### src/rtl/lampfpu_div_req_queue.sv
// Request FIFO and issue sequencer in front of lampFPU_div_top.
// Buffers tagged divide requests, issues them in order, and returns tagged quotients.
module lampfpu_div_req_queue #(
  parameter int unsigned DEPTH         = 4,
  parameter int unsigned TAG_W         = 4,
  parameter int unsigned LAMP_FLOAT_DW = 32
) (
  input  logic                         clk,
  input  logic                         rst,
  input  logic                         req_valid_i,
  output logic                         req_ready_o,
  input  logic [LAMP_FLOAT_DW-1:0]     req_op1_i,
  input  logic [LAMP_FLOAT_DW-1:0]     req_op2_i,
  input  logic                         req_rnd_i,
  input  logic [TAG_W-1:0]             req_tag_i,
  output logic                         div_do_o,
  output logic                         div_padv_o,
  output logic                         div_rnd_o,
  output logic [LAMP_FLOAT_DW-1:0]     div_op1_o,
  output logic [LAMP_FLOAT_DW-1:0]     div_op2_o,
  input  logic [LAMP_FLOAT_DW-1:0]     div_result_i,
  input  logic                         div_valid_i,
  input  logic                         div_ready_i,
  output logic                         rsp_valid_o,
  input  logic                         rsp_ready_i,
  output logic [LAMP_FLOAT_DW-1:0]     rsp_result_o,
  output logic [TAG_W-1:0]             rsp_tag_o,
  output logic [$clog2(DEPTH):0]       count_o
);

  localparam int unsigned AW = $clog2(DEPTH);
  localparam int unsigned CW = AW + 1;

  typedef enum logic [1:0] {
    IDLE  = 2'd0,
    ISSUE = 2'd1,
    WAIT  = 2'd2,
    DRAIN = 2'd3
  } state_t;

  state_t state, state_nxt;

  logic [LAMP_FLOAT_DW-1:0] op1_mem [DEPTH];
  logic [LAMP_FLOAT_DW-1:0] op2_mem [DEPTH];
  logic                     rnd_mem [DEPTH];
  logic [TAG_W-1:0]         tag_mem [DEPTH];

  logic [AW-1:0] wr_ptr, rd_ptr;
  logic [CW-1:0] count;
  logic          push, capture, not_empty;

  assign req_ready_o = (count < CW'(DEPTH));
  assign push        = req_valid_i & req_ready_o;
  assign capture     = (state == WAIT) & div_valid_i & ~rsp_valid_o;
  assign not_empty   = (count != '0);
  assign count_o     = count;

  // Head entry is held until its result is captured; the div unit reads it live.
  assign div_op1_o = not_empty ? op1_mem[rd_ptr] : '0;
  assign div_op2_o = not_empty ? op2_mem[rd_ptr] : '0;
  assign div_rnd_o = not_empty ? rnd_mem[rd_ptr] : 1'b0;

  always_ff @(posedge clk) begin
    if (push) begin
      op1_mem[wr_ptr] <= req_op1_i;
      op2_mem[wr_ptr] <= req_op2_i;
      rnd_mem[wr_ptr] <= req_rnd_i;
      tag_mem[wr_ptr] <= req_tag_i;
    end
  end

  always_ff @(posedge clk) begin
    if (rst) begin
      wr_ptr <= '0;
      rd_ptr <= '0;
      count  <= '0;
    end else begin
      if (push)    wr_ptr <= wr_ptr + AW'(1);
      if (capture) rd_ptr <= rd_ptr + AW'(1);
      count <= count + CW'(push) - CW'(capture);
    end
  end

  always_ff @(posedge clk) begin
    if (rst) state <= IDLE;
    else     state <= state_nxt;
  end

  always_comb begin
    state_nxt  = state;
    div_do_o   = 1'b0;
    div_padv_o = 1'b0;
    case (state)
      IDLE: begin
        if (not_empty && div_ready_i && !div_valid_i) state_nxt = ISSUE;
      end
      ISSUE: begin
        div_do_o  = 1'b1;
        state_nxt = WAIT;
      end
      WAIT: begin
        // A full result slot stalls the div unit in DONE until the consumer drains it.
        if (capture) begin
          div_padv_o = 1'b1;
          state_nxt  = DRAIN;
        end
      end
      DRAIN: state_nxt = IDLE;
      default: state_nxt = IDLE;
    endcase
  end

  always_ff @(posedge clk) begin
    if (rst) begin
      rsp_valid_o  <= 1'b0;
      rsp_result_o <= '0;
      rsp_tag_o    <= '0;
    end else if (capture) begin
      rsp_valid_o  <= 1'b1;
      rsp_result_o <= div_result_i;
      rsp_tag_o    <= tag_mem[rd_ptr];
    end else if (rsp_valid_o && rsp_ready_i) begin
      rsp_valid_o <= 1'b0;
    end
  end

endmodule

### config.mk
export PLATFORM = sky130hd
export DESIGN_NAME = lampfpu_div_req_queue
export DESIGN_NICKNAME = d
export VERILOG_FILES = /design/src/rtl/lampfpu_div_req_queue.sv
export SDC_FILE = /design/constraint.sdc
export NUM_CORES = 1
export LEC_CHECK = 0
export ABC_AREA = 1
export CAP_MARGIN = 25
export CORE_ASPECT_RATIO = 0.7
export CORE_MARGIN = 1.5
export CORE_UTILIZATION = 28
export DETAILED_ROUTE_END_ITERATION = 8
export SLEW_MARGIN = 20
export SYNTH_ARGS = -nofsm -noshare
export SYNTH_HDL_FRONTEND = slang
export SYNTH_SLANG_ARGS = --single-unit
### constraint.sdc
create_clock -name clk -period 11.63 [get_ports clk]
set_input_delay 1.7445 -clock clk [delete_from_list [all_inputs] [get_ports clk]]
set_output_delay 1.7445 -clock clk [all_outputs]
set_load 0.02 [all_outputs]
==> summary.md <==
| Metric | Value |
|---|---|
| Post-CTS Resized | `0` |
| Max cap viols | `0` |
| Maximum clock insertion buffer count | `3` |
| GR peak layer | `met2` |
| Area grow syn2layout | `29.8%` |
| Worst endpoint required time | `9.89 ns` |
| Hold wc startpoint | `rsp_result_o[19]` |
| Post-Syn Instances | `1054` |
| # diodes | `0` |
| Worst slack at placement | `6.40 ns` |
| H-tree level count | `2` |
| GRT Overall Usage | `13.3%` |
| Most common cell in the synthesized netlist | `nor2_1` |
| # DRC | `0` |
| P_sw | `1.13 mW` |
| Synth unique cells | `21` |
| Leak pwr | `5.53 nW` |
| Post-synth top area share | `66.0%` |
| Vias in the first global route | `8262` |
| Core area | `44000 um^2` |
| Hold buffers post-CTS | `0` |
| Post-route cell area | `16300 um^2` |
| Internal Pwr Total | `2.43 mW` |
| Crit path DAT | `3.51 ns` |
| Clock skew | `0.0201 ns` |
| Drt first pass iters | `5` |
| Post-synth EDFFs | `276` |
| Crit. End Element | `primary output` |
| Yosys warns | `0` |
| Final GP Congestion | `0.711` |
| Initial antenna violation count | `1` |
| Net Count, Synth | `1170` |
| Via-per-instance ratio | `4.43` |
| DP Area | `15200 um^2` |
| Fin. Hold Viols | `0` |
| Combinational share of power | `28.3%` |
| Share of cells above drive strength 1 | `6.16%` |
| Top cell types by occurrence after synthesis | `nor2_1 (360), edfxtp_1 (276), o21ai_0 (102)` |
| Final min period | `5.25 ns` |
| Die Height | `180 um` |
| Total negative slack | `0 ns` |
| Clock-pin transition on the worst setup and hold timing paths | `0.06 ns` |
| DIE AREA | `46200 um^2` |
| Max Clock Freq | `190 MHz` |
| Post-synth ARST share | `0%` |
| Clk_lat worst skew | `0.52 ns` |
| Rows | `64` |
| Synthesized area per cell | `11.9 um^2` |
| Power Dens Cells | `218 nW/um^2` |
| 1st-iter DRT viols | `491` |
| GRT overflow | `0` |
| Sequential share of the synthesized area | `73.6%` |
| ANT nets after route | `0` |
| Met1 Use GR | `17.4%` |
| Critical path fanouts, max | `92` |
| Clock Sinks | `324` |
| CTS tree | `done` |
| Synth Flop Type | `edfxtp_1` |
| Actual slew at the worst max-slew pin | `0.997 ns` |
| Die width | `256 um` |
| Final net count | `1371` |
| Critical path type | `reg -> out` |
| # Post-CTS Setup Buffers | `0` |
| Number of synthesized register bits | `324` |
| Crit Reg-Reg Startpoint | `count_o[2]` |
| Port Buf Inserts | `214` |
| RSZ-0062 raised after global routing | `false` |
| Starting density of the core | `28.6%` |
| Status | `finished clean` |
| Part of the power in registers | `41.2%` |
| DRT Wirelength | `31200 um` |
| Slew Limit Fails | `0` |
| Slew margin rel. | `33.5%` |
| Sw frac | `31.7%` |
| Dpl hpwl | `17500 um` |
| Io pins | `215` |
| Synth Cell Area | `12600 um^2` |
| CTS Buf Count | `35` |
| Final setup vio count | `0` |
| Clock Root Buffer | `clkbuf_16` |
| Area leader, netlist | `edfxtp_1` |
| Crit share post-route | `45.1%` |
| Met2 GRT Util | `22.5%` |
| First-pass GRT wire length | `48100 um` |
| Worst IR Drop VDD | `0.133 mV` |
| Via count | `8308` |
| Worst setup SP type | `register` |
| Grt met3 use | `2.86%` |
| Class of the worst hold path | `reg -> reg` |
| Clk pwr share | `30.5%` |
| Synth top area cells | `edfxtp_1 (66%), nor2_1 (11%), dfxtp_1 (7.6%)` |
| Largest net degree at the start of global routing | `93` |
| Power, Total | `3.55 mW` |
| Setup ws final | `6.38 ns` |
| Drt wl/cell | `16.6 um` |
-- sequential cells by signal, indices dropped and copies added (netlist names), named ones only --
| signal | cells |
|---|---|
| count_o | 3 |
| op1_mem | 128 |
| op2_mem | 128 |
| rd_ptr | 2 |
| rnd_mem | 4 |
| rsp_result_o | 32 |
| rsp_tag_o | 4 |
| rsp_valid_o | 1 |
| state | 2 |
| tag_mem | 16 |
| wr_ptr | 2 |
-- cell usage in the layout (no fill, tap or decap), drive strengths merged --
cell | synthesis | layout
a21oi | 73 | 73
buf | 45 | 13
bufinv | 0 | 3
clkbuf | 18 | 39
clkdlybuf4s50 | 0 | 214
clkinv | 0 | 17
dfxtp | 48 | 48
edfxtp | 276 | 276
fa | 1 | 1
ha | 8 | 8
inv | 26 | 31
nand2 | 16 | 16
nand3 | 7 | 7
nor2 | 360 | 360
o21ai | 174 | 174
or2 | 1 | 1
xor2 | 1 | 1
-- per-stage QoR --
step                      instances  util, %  hold slack (ns)
final                          1876     37.1            0.482
after global routing           1876     37.1            0.505
after CTS                      1875     37.1            0.488
after detailed placement       1811     34.5            0.474
after global placement         1811     34.5            0.466
after floorplan                1054        -            0.477
-- worst paths after layout --
kind | slack [ns] | cells past startpoint | endpoint
setup / recovery | 6.38 | 5 | div_op2_o[12]
hold / removal | 0.48 | 2 | rsp_result_o[19]
setup reg to reg | 9.17 | 5 | op2_mem[0][16]
hold reg to reg | 0.48 | 2 | rsp_result_o[19]
-- power by group through the flow --
stage               Combinational [mW]  Sequential (mW)  Clock (mW)
finish                            1.01             1.46        1.08
CTS                               1.02             1.46        1.12
floorplan                        0.530             1.51           0
global placement                  1.01             1.48           0
global route                      1.09             1.48        1.17
detailed placement                1.02             1.49           0
-- routing by layer --
metal / share of wire (%) / wire length (um) / vias up
li1: - / - / 4064
met1: 45 / 14200 / 4043
met2: 48 / 15000 / 152
met3: 4.5 / 1390 / 49
met4: 2.0 / 634 / 0
met5: 0 / 0 / -
-- cells by family (layout without fill, tap and decap cells) --
group	Yosys count	in the layout	share of synthesized area, %
buffers and inverters	89	317	3.91
AOI/OAI and AO/OA	247	247	9.84
and+or+nand+nor	384	384	11.6
DFF	324	324	73.6
adders and majority gates	9	9	0.956
xor gates and xnor gates	1	1	0.0697
-- area by class of cell --
type,count,area [um^2]
Clock buffer,39,891
Clock inverter,25,216
Fill cell,4232,27700
Inverter,26,100
Multi-Input combinational cell,641,2850
Sequential cell,324,9260
Tap cell,594,743
Timing Repair Buffer,227,2250
-- critical path, stage by stage (launching register included) --
cell and delay, ns:
dfxtp_4 0.51, inv_4 0.38, buf_4 0.84, o21ai_0 0.21, a21oi_1 0.31, clkdlybuf4s50_1 0.67
Power figures use the tool's default switching activity.
